--- config.mk ---
export PLATFORM = sky130hd
export DESIGN_NAME = colour_encode_datapath_flat
export DESIGN_NICKNAME = d
export VERILOG_FILES = /design/src/rtl/colour_encode_if.sv /design/src/rtl/colour_encode_datapath.sv /design/src/flat_wrapper.sv
export SDC_FILE = /design/constraint.sdc
export NUM_CORES = 2
export LEC_CHECK = 0
export ABC_AREA = 1
export CAP_MARGIN = 5
export CORE_UTILIZATION = 25
export DETAILED_ROUTE_END_ITERATION = 8
export GPL_ROUTABILITY_DRIVEN = 0
export GPL_TIMING_DRIVEN = 0
export SYNTH_ARGS = -nofsm -noshare
export SYNTH_HDL_FRONTEND = slang
export SYNTH_SLANG_ARGS = --single-unit
--- constraint.sdc ---
create_clock -name clk -period 8.2 [get_ports clk]
set_clock_uncertainty 0.15 [all_clocks]
set_input_delay 2.05 -clock clk [delete_from_list [all_inputs] [get_ports clk]]
set_output_delay 2.05 -clock clk [all_outputs]
set_load 0.005 [all_outputs]
--- src/rtl/colour_encode_if.sv ---
// Bus bundle between the RGB->YUV encoder and its controller/SRAM port.
// The master side is the encoder and drives the SRAM request signals.
interface colour_encode_if;
    localparam int unsigned ADDR_W = 18;
    localparam int unsigned DATA_W = 16;

    logic              start;
    logic              busy;
    logic              done;
    logic [ADDR_W-1:0] sram_addr;
    logic              sram_we;
    logic [DATA_W-1:0] sram_wdata;
    logic [DATA_W-1:0] sram_rdata;

    modport master (
        input  start, sram_rdata,
        output busy, done, sram_addr, sram_we, sram_wdata
    );

    modport slave (
        output start, sram_rdata,
        input  busy, done, sram_addr, sram_we, sram_wdata
    );
endinterface

--- src/rtl/colour_encode_datapath.sv ---
// RGB->YUV 4:2:2 encoder: reads 6 packed RGB words per 4-pixel group from a single
// SRAM port and writes two Y words, one U word and one V word (12 cycles per group).
module colour_encode_datapath #(
    parameter int unsigned NUM_PIXELS = 76800,
    parameter int unsigned Y_BASE     = 0,
    parameter int unsigned U_BASE     = 38400,
    parameter int unsigned V_BASE     = 57600,
    parameter int unsigned RGB_BASE   = 76800
) (
    input  logic              clk,
    input  logic              rst,
    colour_encode_if.master   bus
);
    localparam int unsigned ADDR_W     = 18;
    localparam int unsigned DATA_W     = 16;
    localparam int unsigned NUM_GROUPS = NUM_PIXELS / 4;
    localparam int unsigned GRP_W      = (NUM_GROUPS > 1) ? $clog2(NUM_GROUPS) : 1;

    typedef enum logic [3:0] {
        S_IDLE, S_RD, S_DRAIN, S_CALC, S_WR_Y0, S_WR_Y1, S_WR_U, S_WR_V, S_DONE
    } state_t;

    state_t             state, state_n;
    logic [2:0]         rd_idx, rd_idx_n;
    logic [GRP_W-1:0]   grp, grp_n;
    logic [ADDR_W-1:0]  addr_q, addr_n;
    logic               we_q, we_n;
    logic [DATA_W-1:0]  wdata_q, wdata_n;
    logic               busy_q, busy_n;
    logic               done_q, done_n;

    logic [DATA_W-1:0]  words [6];
    logic [7:0]         r [4];
    logic [7:0]         g [4];
    logic [7:0]         b [4];
    logic [7:0]         y_c [4];
    logic [7:0]         u_c [2];
    logic [7:0]         v_c [2];
    logic [7:0]         y_q [4];
    logic [7:0]         u_q [2];
    logic [7:0]         v_q [2];

    function automatic logic [7:0] sat8(input logic signed [31:0] x);
        if (x < 32'sd0)        return 8'd0;
        else if (x > 32'sd255) return 8'd255;
        else                   return x[7:0];
    endfunction

    function automatic logic [7:0] calc_y(input logic [7:0] rr, input logic [7:0] gg,
                                          input logic [7:0] bb);
        logic signed [31:0] acc;
        acc = 32'sd16843 * $signed(32'(rr)) + 32'sd33030 * $signed(32'(gg))
            + 32'sd6423 * $signed(32'(bb)) + 32'sd32768;
        return sat8(32'sd16 + (acc >>> 16));
    endfunction

    function automatic logic [7:0] calc_u(input logic [8:0] rs, input logic [8:0] gs,
                                          input logic [8:0] bs);
        logic signed [31:0] acc;
        acc = 32'sd28770 * $signed(32'(bs)) - 32'sd9699 * $signed(32'(rs))
            - 32'sd19071 * $signed(32'(gs)) + 32'sd65536;
        return sat8(32'sd128 + (acc >>> 17));
    endfunction

    function automatic logic [7:0] calc_v(input logic [8:0] rs, input logic [8:0] gs,
                                          input logic [8:0] bs);
        logic signed [31:0] acc;
        acc = 32'sd28770 * $signed(32'(rs)) - 32'sd24117 * $signed(32'(gs))
            - 32'sd4653 * $signed(32'(bs)) + 32'sd65536;
        return sat8(32'sd128 + (acc >>> 17));
    endfunction

    function automatic logic [ADDR_W-1:0] rgb_addr(input logic [GRP_W-1:0] gi,
                                                   input logic [2:0] wi);
        return ADDR_W'(RGB_BASE + 32'd6 * 32'(gi) + 32'(wi));
    endfunction

    // Word layout per pair: {R0,G0},{B0,R1},{G1,B1}
    always_comb begin
        for (int k = 0; k < 2; k++) begin
            r[2*k]   = words[3*k][15:8];
            g[2*k]   = words[3*k][7:0];
            b[2*k]   = words[3*k+1][15:8];
            r[2*k+1] = words[3*k+1][7:0];
            g[2*k+1] = words[3*k+2][15:8];
            b[2*k+1] = words[3*k+2][7:0];
        end
    end

    always_comb begin
        for (int i = 0; i < 4; i++) y_c[i] = calc_y(r[i], g[i], b[i]);
        for (int k = 0; k < 2; k++) begin
            u_c[k] = calc_u(9'(r[2*k]) + 9'(r[2*k+1]), 9'(g[2*k]) + 9'(g[2*k+1]),
                            9'(b[2*k]) + 9'(b[2*k+1]));
            v_c[k] = calc_v(9'(r[2*k]) + 9'(r[2*k+1]), 9'(g[2*k]) + 9'(g[2*k+1]),
                            9'(b[2*k]) + 9'(b[2*k+1]));
        end
    end

    // Next state and next (registered) outputs
    always_comb begin
        state_n  = state;
        rd_idx_n = rd_idx;
        grp_n    = grp;
        addr_n   = addr_q;
        we_n     = 1'b0;
        wdata_n  = wdata_q;
        busy_n   = busy_q;
        done_n   = 1'b0;
        unique case (state)
            S_IDLE: begin
                if (bus.start) begin
                    state_n  = S_RD;
                    rd_idx_n = 3'd0;
                    busy_n   = 1'b1;
                    addr_n   = rgb_addr(grp, 3'd0);
                end
            end
            S_RD: begin
                if (rd_idx == 3'd5) begin
                    state_n = S_DRAIN;
                end else begin
                    rd_idx_n = rd_idx + 3'd1;
                    addr_n   = rgb_addr(grp, rd_idx + 3'd1);
                end
            end
            S_DRAIN: state_n = S_CALC;
            S_CALC: begin
                state_n = S_WR_Y0;
                we_n    = 1'b1;
                addr_n  = ADDR_W'(Y_BASE + 32'd2 * 32'(grp));
                wdata_n = {y_c[0], y_c[1]};
            end
            S_WR_Y0: begin
                state_n = S_WR_Y1;
                we_n    = 1'b1;
                addr_n  = ADDR_W'(Y_BASE + 32'd2 * 32'(grp) + 32'd1);
                wdata_n = {y_q[2], y_q[3]};
            end
            S_WR_Y1: begin
                state_n = S_WR_U;
                we_n    = 1'b1;
                addr_n  = ADDR_W'(U_BASE + 32'(grp));
                wdata_n = {u_q[0], u_q[1]};
            end
            S_WR_U: begin
                state_n = S_WR_V;
                we_n    = 1'b1;
                addr_n  = ADDR_W'(V_BASE + 32'(grp));
                wdata_n = {v_q[0], v_q[1]};
            end
            S_WR_V: begin
                if (grp == GRP_W'(NUM_GROUPS - 1)) begin
                    state_n = S_DONE;
                    grp_n   = '0;
                    busy_n  = 1'b0;
                    done_n  = 1'b1;
                end else begin
                    state_n  = S_RD;
                    grp_n    = grp + GRP_W'(1);
                    rd_idx_n = 3'd0;
                    addr_n   = rgb_addr(grp + GRP_W'(1), 3'd0);
                end
            end
            S_DONE:  state_n = S_IDLE;
            default: state_n = S_IDLE;
        endcase
    end

    always_ff @(posedge clk or negedge rst) begin
        if (!rst) begin
            state   <= S_IDLE;
            rd_idx  <= '0;
            grp     <= '0;
            addr_q  <= '0;
            we_q    <= 1'b0;
            wdata_q <= '0;
            busy_q  <= 1'b0;
            done_q  <= 1'b0;
        end else begin
            state   <= state_n;
            rd_idx  <= rd_idx_n;
            grp     <= grp_n;
            addr_q  <= addr_n;
            we_q    <= we_n;
            wdata_q <= wdata_n;
            busy_q  <= busy_n;
            done_q  <= done_n;
        end
    end

    // Read word i arrives one cycle after its address: capture in RD i+1, word 5 in DRAIN
    always_ff @(posedge clk or negedge rst) begin
        if (!rst) begin
            for (int i = 0; i < 6; i++) words[i] <= '0;
            for (int i = 0; i < 4; i++) y_q[i] <= '0;
            for (int k = 0; k < 2; k++) begin
                u_q[k] <= '0;
                v_q[k] <= '0;
            end
        end else begin
            if (state == S_RD && rd_idx != 3'd0) words[rd_idx - 3'd1] <= bus.sram_rdata;
            if (state == S_DRAIN)                words[5] <= bus.sram_rdata;
            if (state == S_CALC) begin
                for (int i = 0; i < 4; i++) y_q[i] <= y_c[i];
                for (int k = 0; k < 2; k++) begin
                    u_q[k] <= u_c[k];
                    v_q[k] <= v_c[k];
                end
            end
        end
    end

    assign bus.sram_addr  = addr_q;
    assign bus.sram_we    = we_q;
    assign bus.sram_wdata = wdata_q;
    assign bus.busy       = busy_q;
    assign bus.done       = done_q;
endmodule

--- src/flat_wrapper.sv ---
// flat-port wrapper written by rule: the top's interface ports become plain ports
module colour_encode_datapath_flat 
#(
    parameter int unsigned NUM_PIXELS = 76800,
    parameter int unsigned Y_BASE     = 0,
    parameter int unsigned U_BASE     = 38400,
    parameter int unsigned V_BASE     = 57600,
    parameter int unsigned RGB_BASE   = 76800
)
  (clk, rst, bus_start, bus_sram_rdata, bus_busy, bus_done, bus_sram_addr, bus_sram_we, bus_sram_wdata);
  colour_encode_if bus_i ();
  input  logic clk;
  input  logic rst;
  input wire logic [$bits(bus_i.start)-1:0] bus_start;
  input wire logic [$bits(bus_i.sram_rdata)-1:0] bus_sram_rdata;
  output wire logic [$bits(bus_i.busy)-1:0] bus_busy;
  output wire logic [$bits(bus_i.done)-1:0] bus_done;
  output wire logic [$bits(bus_i.sram_addr)-1:0] bus_sram_addr;
  output wire logic [$bits(bus_i.sram_we)-1:0] bus_sram_we;
  output wire logic [$bits(bus_i.sram_wdata)-1:0] bus_sram_wdata;
  assign bus_i.start = bus_start;
  assign bus_i.sram_rdata = bus_sram_rdata;
  assign bus_busy = bus_i.busy;
  assign bus_done = bus_i.done;
  assign bus_sram_addr = bus_i.sram_addr;
  assign bus_sram_we = bus_i.sram_we;
  assign bus_sram_wdata = bus_i.sram_wdata;
  colour_encode_datapath #(.NUM_PIXELS(NUM_PIXELS), .Y_BASE(Y_BASE), .U_BASE(U_BASE), .V_BASE(V_BASE), .RGB_BASE(RGB_BASE)) u_core (.clk(clk), .rst(rst), .bus(bus_i));
endmodule
# Yosys cells after proc, flatten, opt, wreduce, memory -nomap -nowiden
# Index checks and enable logic that the tools add are counted.
# word_totals
regBits,203
inputBits,19
output_inout_bits,37
word_cells,181
# classes
add_sub_neg,47
mul,26
magnitude_cmp,18
n_eq_ne,14
mux,41
bitwise_logic,1
reduce_logical,14
# ops
cell,count
$add 32x32->32,8
$gt 32x9->1 const B,8
$lt 32x1->1 const B,8
$sub 32x32->32,8
$mul 15x8->23 const A,8
$mul 14x9->23 const A,6
$add 32x17->32 const B,4
$add 32x18->32 const B,4
$mux 8,16
$pmux 18 s7,1
$bwmux 96,1
$mul 15x9->24 const A,4
$mul 13x8->21 const A,4
$add 6x16->17 const A,4
$add 9x15->16 const A,4
$pmux 16 s4,1
$add 8x8->9,6
$mux 18,3
$demux 16 s3,1
$mux 16,3
$mul 13x9->22 const A,2
$add 17x18->18 const A,2
$add 16x15->17 const A,2
$mul 2x15->17 const A,2
32 further kinds,51

# Logic depth before layout (Yosys ltp)
# logic_depth
word_depth,9
mapped_depth,53
ltp_nobuf,53

# Worst setup path after synthesis
# No wires, ideal clock.
# synth_timing
path_type,register to register
start,register u_core.words (netlist bit u_core.g[2])
end,register u_core.u_q[1] (netlist name)
setup_time_ns,0.123
arrival_ns,8.688
t_required_ns,7.927
slack_ns,-0.761
path_stages_with_launch,41
path_buffers,0
period_less_slack_ns,8.961
cell_sequence,dfrtp_1 > ha_1 > nand3_1 > nand2_1 > a21oi_1 > o21bai_1 > a21oi_1 > o21bai_1 > xor2_1 > inv_1 > fa_1 > inv_1 > fa_1 > inv_1 > fa_1 > inv_1 > fa_1 > inv_1 > [... 5 more ...] > o21bai_1 > a21boi_1 > o21ai_1 > xor2_1 > fa_1 > inv_1 > ha_1 > ha_1 > a21oi_1 > o21ai_0 > a21oi_1 > xor2_1 > inv_1 > ha_1 > o21ai_0 > nand2_1 > o21ai_0 > nand2_1
# synth_between
elab_chain_len,8
word_cells_on_any_way,9
cone_classes,add/sub (4); mul (1); order compare (2); mux (2)
# synth_rtl
element,line_no,text
from (decl),colour_encode_datapath.sv:32,logic [DATA_W-1:0] words [6];
"from (signal, indexed assignment)",colour_encode_datapath.sv:202,if (state == S_RD && rd_idx != 3'd0) words[rd_idx - 3'd1] <= bus.sram_rdata;
$add 8x8->9 *,colour_encode_datapath.sv:93,"u_c[k] = calc_u(9'(r[2*k]) + 9'(r[2*k+1]), 9'(g[2*k]) + 9'(g[2*k+1]),"
$mul 15x9->24 *,colour_encode_datapath.sv:61,- 32'sd19071 * $signed(32'(gs)) + 32'sd65536;
$sub 32x32->32 *,colour_encode_datapath.sv:61,
$add 32x18->32 *,colour_encode_datapath.sv:61,
$add 9x15->16 *,colour_encode_datapath.sv:62,return sat8(32'sd128 + (acc >>> 17));
$gt 32x9->1,colour_encode_datapath.sv:45,else if (x > 32'sd255) return 8'd255;
$mux 8,colour_encode_datapath.sv:45,
$mux 8 *,colour_encode_datapath.sv:44,if (x < 32'sd0) return 8'd0;
"to (signal, indexed assignment)",colour_encode_datapath.sv:207,u_q[k] <= u_c[k];
to (decl),colour_encode_datapath.sv:40,logic [7:0] u_q [2];
# Every way passes the cells marked *; elsewhere a longest branch is shown, timed or not.
# A chain may end at the register's enable or synchronous reset.

# Final worst setup path
# layout_timing
start,register u_core.words (netlist bit u_core.g[16])
end,register u_core.u_q[14] (netlist name)
# The elaborated chain is that of the path after synthesis.

==> results by group <==
Job
  • Max-Cap Viols: 0

Drt
  • Detail Route Antenna Nets: 0
  • Total number of vias: 57420
  • Wire per inst: 15.70 um
  • Via density: 4.533
  • First-pass DRT Iterations: 7
  • Initial DRC count: 3733
  • Total Wirelength: 198900 um
  • Drt drc: 0

Setup path
  • Worst setup SP type: flip-flop
  • Critical Path AT: 9.39 ns
  • Crit Path Class: reg -> reg
  • Launching point of the worst reg2reg path: u_core.g[16]
  • CP most frequent cell: ha_4
  • Worst reg2reg path depth: 45
  • Slowest-stage cell, CP: fa_1
  • Element type at the critical path end: flip-flop
  • CP peak stage delay: 0.63 ns
  • RR Endpoint: u_core.u_q[14]
  • Req. time, crit path: 8.58 ns
  • Critical Path Fanout Max: 7
  • R2r setup slk: -0.81 ns

Die
  • Row count: 191
  • Starting Density: 25.13%
  • Core Region: 270500 um^2
  • IO Count: 56
  • Die area: 274000 um^2
  • Die Ht: 523.4 um
  • Die Width: 523.4 um

Min path
  • Hold EP: u_core.u_q[4]
  • Tightest Hold Check Type: reg -> reg
  • WHS Path Cells: 2
  • Hold_sp: u_core.u_q[4]

Timing
  • Slew Limit Headroom: 16.93%
  • Part of the cycle the worst path needs: 109.9%
  • Worst hold slack: 0.3251 ns
  • Count of final hold-check violations: 0
  • Max Transition Viols Final: 0
  • Worst Tran Pin Value: 1.246 ns
  • RSZ-0062 raised after global routing: yes
  • Setup Viol. Count Final: 32
  • Fmax: 0.1110 GHz
  • Min cycle time layout: 9.010 ns
  • Final worst slack: -0.8100 ns

Logic synthesis
  • Sequential share of the synthesized area: 7.473%
  • Mapped Cells: 8710
  • Top cell type by total area after synthesis: ha_1
  • Number of synthesized flops with an enable pin: 0
  • Synth top area share: 31.09%
  • Post-synth top flop: dfrtp_1
  • Mapped cell area: 67970 um^2
  • Synth Net Count: 11040
  • Async set-or-reset flop fraction in the synthesized netlist: 100.0%
  • #FFs+latches synth: 203
  • Synth top area cells: ha_1, fa_1, inv_1, nand2_1, dfrtp_1
  • YS warnings: 0
  • Syn_area_per_cell: 7.804 um^2
  • Unique masters post-synth: 64

GRT
  • Largest net degree at the start of global routing: 107
  • Initial antenna violation count: 6
  • First-pass GRT wire length: 310800 um
  • Total Routing Usage GR: 14.27%
  • Vias in the first global route: 56530
  • Gr ovfl total: 0

Clock tree
  • Clock-pin slew on the worst setup and hold paths: 0.06 ns
  • CTS tree: built
  • H-tree depth: 1
  • Clock sinks: 203
  • Cts hold-fix bufs: 0
  • Root Buffer: clkbuf_16
  • Max Root-Sink Buffers: 3
  • CTS buffer count: 26
  • Clk_lat worst skew: 0.59 ns

Run status
  • Violated checks: setup timing
  • Run status: finished with violations

Layout
  • Reg area: 5180 um^2
  • Area grow syn2layout: 17.95%
  • Multi-input gate area: 58980 um^2
  • Share of layout cells above drive strength 1: 12.27%
  • Layout Nets: 11410
  • # fillers: 28910
  • Core Util, Final: 29.64%

Placement
  • IO buf count: 55
  • HPWL after detailed placement: 170700 um
[how the worst max path moves through the flow]
stage	from	to	slack, ns	depth (start not counted)
after detailed placement	u_core.b[2]	u_core.v_q[7]	-2.32	40
after global placement	rst	u_core.b[8]	-5.06	1
after global routing	u_core.g[16]	u_core.u_q[14]	-1.17	47
final	u_core.g[16]	u_core.u_q[14]	-0.81	45
after CTS	u_core.g[16]	u_core.u_q[14]	-0.63	46
after floorplan	u_core.g[0]	u_core.u_q[0]	-0.08	46
[per-layer routing]
metal	track usage (%)	wire length (um)	vias to the layer above
met3	1.516	11070	260
met5	0	23	-
met2	23.34	88650	1269
li1	-	-	28710
met1	19.62	91980	27180
met4	4.358	7164	4
[cell families (layout without fill, tap and decap cells)]
kind of cell    Yosys count  count (layout)  synth area share, %
compound gates         1372            1372                11.37
xor+xnor                499             499                6.485
fa+ha+maj              2307            2307                49.29
buf+inv                2055            2442                11.37
flops                   203             203                7.473
other cells               0               1                    0
simple gates           2274            2274                14.01
[through the flow]
step                instances  TNS (ns)  setup slack (ns)  instance area [um^2]
floorplan                8710   -0.7254          -0.07976                 68800
global placement        12340   -913.58            -5.058                 73820
detailed placement      12340    -61.05            -2.321                 73890
CTS                     12580    -13.96           -0.6347                 78270
global route            12670    -30.03            -1.171                 80180
finish                  12670    -18.68           -0.8100                 80180
[synthesized netlist by cell type, types with 41 or more instances]
library cell     n
dfrtp_1        203
nor3_1          91
ha_1          1689
xor2_1         376
o21bai_1        70
nand2_1       1382
xnor2_1        118
o21ai_1         41
nand3_1        232
a31oi_1         46
nor2_1         396
a21oi_1        664
nand4_1         61
inv_1         1990
o21ai_0        323
fa_1           618
a21o_1          58
[registers in the layout, summed over array words and instances, names as in the netlist, 16 cells and up]
signal,count
u_core.b,32
u_core.v_q,16
u_core.y_q,16
u_core.r,32
u_core.u_q,16
u_core.g,32
u_core.bus.sram_wdata,16
u_core.bus.sram_addr,18
[critical path: cells and delay by family (launching register included)]
family | cells | cell delay (ns)
compound gates | 7 | 1.14
fa+ha+maj | 11 | 3.99
simple gates | 17 | 2.10
flops | 1 | 0.44
buf+inv | 8 | 0.66
xor+xnor | 2 | 0.46
[what timing repair did]
action                     in CTS  in global routing
pin swaps                     220                231
gates resized for setup       410                283
buffers inserted              197                 84
setup endpoints to repair      51                 64
[final cells by class]
| cell class | count | share of cell area [%] |
|---|---|---|
| Buffer | 47 | 0.2388 |
| Clock inverter | 10 | 0.2091 |
| Timing Repair Buffer | 341 | 3.569 |
| Sequential cell | 203 | 6.461 |
| Antenna cell | 1 | 0.003121 |
| Tap cell | 3570 | 5.571 |
| Multi-Input combinational cell | 6452 | 73.56 |
| Inverter | 2008 | 9.493 |
| Clock buffer | 36 | 0.8957 |
[placed cells by master, fill, tap and decap left out, drive strengths merged, types with 245 or more instances in the layout]
cell type,n
nand2,1399
buf,297
nor2,415
nand3,245
fa,618
o21ai,368
xor2,380
inv,2000
a21oi,667
ha,1689
Power is not shown: default switching activity piles up to over one toggle a cycle in this logic, so the estimate is an artifact.
